**src/rtl/pipeline_fifo_if.sv**
```systemverilog
// rtl/pipeline_fifo_if.sv - enqueue/dequeue handshake and status bundle for pipeline_fifo
interface pipeline_fifo_if #(
  parameter int N     = 32,
  parameter int DEPTH = 4
);
  localparam int CW = $clog2(DEPTH + 1);

  logic          we;
  logic [N-1:0]  wdata;
  logic          re;
  logic [N-1:0]  rdata;
  logic          full;
  logic          empty;
  logic [CW-1:0] count;

  // Producer/consumer side drives requests and observes status.
  modport master (
    output we, wdata, re,
    input  rdata, full, empty, count
  );

  // FIFO side consumes requests and drives status.
  modport slave (
    input  we, wdata, re,
    output rdata, full, empty, count
  );
endinterface

```
**src/rtl/pipeline_fifo.sv**
```systemverilog
// rtl/pipeline_fifo.sv - registered-status FIFO where dequeue logically precedes enqueue
module pipeline_fifo #(
  parameter int N     = 32,
  parameter int DEPTH = 4
) (
  input  logic            clk,
  input  logic            rst,
  pipeline_fifo_if.slave  fifo
);
  localparam int AW = $clog2(DEPTH);
  localparam int CW = $clog2(DEPTH + 1);

  logic [N-1:0]  mem [DEPTH];
  logic [AW-1:0] wr_ptr;
  logic [AW-1:0] rd_ptr;
  logic [CW-1:0] count_q;
  logic [CW-1:0] count_nxt;
  logic          full_q;
  logic          empty_q;
  logic          deq_fire;
  logic          enq_fire;

  // A full FIFO still takes a write when a read frees the head slot this cycle.
  assign deq_fire = fifo.re & ~empty_q;
  assign enq_fire = fifo.we & (~full_q | deq_fire);

  // Occupancy moves only when exactly one side fires.
  always_comb begin
    count_nxt = count_q;
    if (enq_fire && !deq_fire) begin
      count_nxt = count_q + CW'(1);
    end else if (deq_fire && !enq_fire) begin
      count_nxt = count_q - CW'(1);
    end
  end

  // Pointers, count and flags; flags are precomputed so outputs come straight from flops.
  always_ff @(posedge clk) begin
    if (rst) begin
      wr_ptr  <= '0;
      rd_ptr  <= '0;
      count_q <= '0;
      empty_q <= 1'b1;
      full_q  <= 1'b0;
    end else begin
      if (enq_fire) begin
        wr_ptr <= wr_ptr + AW'(1);
      end
      if (deq_fire) begin
        rd_ptr <= rd_ptr + AW'(1);
      end
      count_q <= count_nxt;
      empty_q <= (count_nxt == '0);
      full_q  <= (count_nxt == CW'(DEPTH));
    end
  end

  // Storage array is deliberately left out of reset; stale contents are hidden by empty.
  always_ff @(posedge clk) begin
    if (!rst && enq_fire) begin
      mem[wr_ptr] <= fifo.wdata;
    end
  end

  // Head entry is read from the array at the registered read pointer, never from wdata.
  assign fifo.rdata = mem[rd_ptr];
  assign fifo.count = count_q;
  assign fifo.empty = empty_q;
  assign fifo.full  = full_q;
endmodule

```
**src/flat_wrapper.sv**
```systemverilog
// flat-port wrapper written by rule: the top's interface ports become plain ports
module pipeline_fifo_flat 
#(
  parameter int N     = 32,
  parameter int DEPTH = 4
)
  (clk, rst, fifo_we, fifo_wdata, fifo_re, fifo_rdata, fifo_full, fifo_empty, fifo_count);
  pipeline_fifo_if #(.N(N), .DEPTH(DEPTH)) fifo_i ();
  input  logic clk;
  input  logic rst;
  input wire logic [$bits(fifo_i.we)-1:0] fifo_we;
  input wire logic [$bits(fifo_i.wdata)-1:0] fifo_wdata;
  input wire logic [$bits(fifo_i.re)-1:0] fifo_re;
  output wire logic [$bits(fifo_i.rdata)-1:0] fifo_rdata;
  output wire logic [$bits(fifo_i.full)-1:0] fifo_full;
  output wire logic [$bits(fifo_i.empty)-1:0] fifo_empty;
  output wire logic [$bits(fifo_i.count)-1:0] fifo_count;
  assign fifo_i.we = fifo_we;
  assign fifo_i.wdata = fifo_wdata;
  assign fifo_i.re = fifo_re;
  assign fifo_rdata = fifo_i.rdata;
  assign fifo_full = fifo_i.full;
  assign fifo_empty = fifo_i.empty;
  assign fifo_count = fifo_i.count;
  pipeline_fifo #(.N(N), .DEPTH(DEPTH)) u_core (.clk(clk), .rst(rst), .fifo(fifo_i));
endmodule
```
**config.mk**
```make
export PLATFORM = sky130hd
export DESIGN_NAME = pipeline_fifo_flat
export DESIGN_NICKNAME = d
export VERILOG_FILES = /design/src/rtl/pipeline_fifo_if.sv /design/src/rtl/pipeline_fifo.sv /design/src/flat_wrapper.sv
export SDC_FILE = /design/constraint.sdc
export NUM_CORES = 1
export LEC_CHECK = 0
export CAP_MARGIN = 20
export CELL_PAD_IN_SITES_DETAIL_PLACEMENT = 0
export CELL_PAD_IN_SITES_GLOBAL_PLACEMENT = 1
export CORE_MARGIN = 2
export CORE_UTILIZATION = 40
export DETAILED_ROUTE_END_ITERATION = 16
export PLACE_DENSITY = 0.7
export SYNTH_ARGS = -nofsm -noshare
export SYNTH_HDL_FRONTEND = slang
export SYNTH_SLANG_ARGS = --single-unit
```
**constraint.sdc**
```tcl
create_clock -name clk -period 2.87 [get_ports clk]
set_input_delay 0.574 -clock clk [delete_from_list [all_inputs] [get_ports clk]]
set_output_delay 0.574 -clock clk [all_outputs]
set_load 0.05 [all_outputs]
```
* After elaboration in Yosys (flattened, before gate mapping)
Memories as Yosys holds them, arrays and structs flattened. A register that Yosys moved wholly into a read port is not among the register bits.
Index checks and enable logic that the tools add are counted.
** Word-level totals
- Flip-flop bits (word level) :: 9
- RAM bits :: 128
- Input port bits :: 36
- Memories kept :: 1
** Operators by class
- Add/subtract/negate cells :: 4
- Equal/unequal tests :: 1
- Muxes and demuxes :: 6
- Bitwise operators :: 5
- Reductions and logical operators :: 7
** Memory list
- u_core.mem :: words 4, width 32, rd ports 1, clocked after memory_dff 1, wr ports 1, line pipeline_fifo.sv:13 : logic [N-1:0] mem [DEPTH];
** Operators with widths (count)
- $mux W3 :: 2
- $add A2 B1 Y2 const B :: 2
- $mux W2 :: 2
- $add A3 B1 Y3 const B :: 1
- $eq A3 B3 Y1 const B :: 1
- $logic_and A1 B1 Y1 :: 3
- $logic_not A1 Y1 :: 3
- $logic_not A3 Y1 :: 1
- $sub A3 B1 Y3 const B :: 1
- $and A1 B1 Y1 :: 2
- $mux W1 :: 2
- $not A1 Y1 :: 2
- $or A1 B1 Y1 :: 1

* Depth between registers and ports, before layout
- Word-level depth :: 9
- Gate-level depth with buffers :: 6
- Gate-level depth less buffers :: 6

* Worst setup path after synthesis
Ideal clock, no wire load.
- Path type :: input to register
- From :: input port fifo_re
- To :: memory u_core.mem[1][0] (enable)
- Library setup time :: 0.392 ns
- Data arrival time :: 1.878 ns
- Setup slack :: 0.600 ns
- Stages on the path :: 4
- Buffers on the path :: 1
- Cell sequence :: nor2b_4 > buf_6 > o21a_1 > and3_1
** Between the ends
- Cells in the longest elaborated chain, start to end :: 6
** RTL lines
- start: declaration :: line flat_wrapper.sv:13 : input wire logic [$bits(fifo_i.re)-1:0] fifo_re;
- $and A1 B1 Y1 :: line pipeline_fifo.sv:24 : assign deq_fire = fifo.re & ~empty_q;
- $or A1 B1 Y1 :: line pipeline_fifo.sv:25 : assign enq_fire = fifo.we & (~full_q | deq_fire);
- $and A1 B1 Y1 :: line pipeline_fifo.sv:25
- $logic_and A1 B1 Y1 :: line pipeline_fifo.sv:60 : if (!rst && enq_fire) begin
- $mux W1 :: line pipeline_fifo.sv:60
- $mux W1 (implied by the code) :: line pipeline_fifo.sv:61 : mem[wr_ptr] <= fifo.wdata;
- end: declaration :: line pipeline_fifo.sv:13
Every way passes these cells.

==> flow_metrics.env <==
export IMPL_status="completed"
export IMPL_die_area_sq_um=13870
export IMPL_cap_violations=0
export IMPL_yosys_warnings=0
export IMPL_ys_seq_area_share_pct=78.49
export IMPL_gp_congestion=0.6503
export IMPL_rows=41
export IMPL_critPathKind="reg -> out"
export IMPL_cts_buffers=17
export IMPL_clockBufferDepth=2
export IMPL_synth_largest_area_cell="edfxtp_1"
export IMPL_ant_nets=0
export IMPL_area_delta_synth_final_pct=29.17
export IMPL_gr_total_overflow=0
export IMPL_synth_top_family_by_area="multiplexers"
export IMPL_synthMuxAreaShare_pct=14.91
export IMPL_rsz0062_at_grt="false"
export IMPL_layout_worst_path_cycle_share_pct=85.83
export IMPL_yosys_area_share_simple_pct=2.078
export IMPL_fmax_ghz=0.4060
export IMPL_grt_pass1_vias=2638
export IMPL_synth_xor_area_share_pct=1.015
export IMPL_cts_hold_buf=0
export IMPL_synth_cell_types=25
export IMPL_dr_pass1_iters=4
export IMPL_track_usage_pct=13.73
export IMPL_drt_total_wl_um=8902
export IMPL_worstSkewPairLatency_ps=400
export IMPL_vdd_ir_drop_max_mv=0.3686
export IMPL_yosys_register_bits=139
export IMPL_worstMarginPinSlew_ps=515.8
export IMPL_coreArea_sq_um=12620
export IMPL_hold_path_class="reg -> reg"
export IMPL_die_x_um=117.8
export IMPL_ioPinCount=73
export IMPL_antenna_found_initial=0
export IMPL_crit_arrival_ps=1890
export IMPL_hold_viol_final=0
export IMPL_cts_root_buf="clkbuf_16"
export IMPL_num_antenna_cells=0
export IMPL_cts_sinks=139
export IMPL_clkTransAtPathRegs_ps=50
export IMPL_slew_violations=0
export IMPL_p_total_mw=5.460
export IMPL_post_route_drc_count=0
export IMPL_worstSetupStartpointType="register"
export IMPL_detailed_place_hpwl_um=5542
export IMPL_power_density_nw_per_um2=816.4
export IMPL_grt_pass1_wl_um=14320
export IMPL_htreeDepth=4
export IMPL_crit_fanout=18
export IMPL_tns_ps=0
export IMPL_nNetsFinal=358
export IMPL_slew_headroom_pct=65.62
export IMPL_p_leak_nw=2.235
export IMPL_synth_compound_area_share_pct=0.5317
export IMPL_syn_nets=266
export IMPL_finClkSkew_ps=8.695
export IMPL_mostFrequentLayoutCell="edfxtp_1"
export IMPL_syn_inst=224
export IMPL_die_y_um=117.8
export IMPL_syn_area_sq_um=5177
export IMPL_min_period_ps=2463
export IMPL_port_buffers=72
export IMPL_syn_area_per_cell_sq_um=23.11
export IMPL_detail_route_wl_per_cell_um=17.77
export IMPL_cts_tree="built"
export IMPL_setup_violations=0
export IMPL_vias_per_cell=4.862
export IMPL_grt_max_degree=33
export IMPL_vias=2436
export IMPL_synthAdderAreaFrac_pct=1.450
export IMPL_drt_iter0_drc=195
export IMPL_cts_setup_buffers=0
export IMPL_required_ps=2300
export IMPL_yosysTopAreaCellShare_pct=74.24
export IMPL_synth_area_leaders="edfxtp_1, mux4_2, dfxtp_1"
export IMPL_final_cell_mix="edfxtp_1, clkdlybuf4s50_1, buf_4"
export IMPL_layout_drive_gt1_share_pct=34.35
export IMPL_endpoint_kind="output port"
export IMPL_initial_utilization_pct=41.03
export IMPL_nFillCells=1005
export IMPL_post_cts_resized=0
==> final timing paths <==
| path | slack [ps] | end | from | cells past startpoint |
|---|---|---|---|---|
| worst min register to register | 540 | register | u_core.rd_ptr[1] | 2 |
| worst min-delay path | 540 | register | u_core.rd_ptr[1] | 2 |
| worst max register to register | 1210 | u_core.mem[2][29] | u_core.fifo.empty | 4 |
| worst max-delay path | 410 | fifo_rdata[15] | register | 3 |
==> sequential cells by signal (all words and copies together), names as in the netlist, named ones only <==
register / count
u_core.mem: 128
u_core.fifo.count: 3
u_core.rd_ptr: 2
u_core.wr_ptr: 2
u_core.fifo.empty: 1
u_core.fifo.full: 1
==> critical path, cell delays in order (launching register included) <==
cell and delay (ps):
dfxtp_2 650, buf_4 280, mux4_2 340, buf_4 210
==> cells in the mapped netlist, drive strengths merged <==
library cell and number:
clkbuf 1, nor2 6, mux2i 4, and2 2
dfxtp 11, nand2 1, nor4 1, buf 8
o21a 1, mux2 1, nand2b 1, o31ai 2
ha 6, nor2b 1, and3 4, xnor2 4
xor2 2, mux4 32, edfxtp 128, nand4bb 1
inv 6, clkinv 1
==> power breakdown <==
part           switching [mW]  internal (mW)
combinational           0.583          0.364
clock                   0.795           1.37
sequential             0.0404           2.31
==> layer usage <==
metal | routed length [um] | GRT usage, % | vias to the layer above
li1 | - | - | 1101
met1 | 4053 | 17.94 | 1246
met2 | 4249 | 21.29 | 82
met3 | 509 | 4.651 | 7
met4 | 90 | 5.422 | 0
met5 | 0 | 0 | -
==> final cells by class <==
| class | instances | area, sq um | area share [%] |
|---|---|---|---|
| well taps | 172 | 215.2 | 3.218 |
| clock inverters | 13 | 166.4 | 2.488 |
| inverters | 7 | 26.28 | 0.3929 |
| flip-flops and latches | 139 | 4066 | 60.80 |
| multi-input cells | 69 | 1040 | 15.55 |
| repair buffers | 82 | 740.7 | 11.08 |
| clock buffers | 19 | 432.9 | 6.473 |
==> through the flow <==
step	setup slack, ps	area [sq um]	hold slack, ps	utilization (%)	instances
2_1_floorplan	599.6	5177	484.7	-	224
4_1_cts	368.5	6688	536.9	52.99	501
5_1_grt	321.6	6688	553.2	52.99	501
3_5_place_dp	436.3	6088	524.0	48.25	469
6_report	406.8	6688	539.6	52.99	501
3_3_place_gp	473.7	6088	513.5	48.25	469
==> cell families (layout without fill, tap and decap cells) <==
family	after synthesis	count (layout)
compound gates	3	3
xor+xnor	6	6
fa+ha+maj	6	6
buf+inv	16	121
flops	139	139
mux	37	37
simple gates	17	17
(Power assumes the default switching activity.)
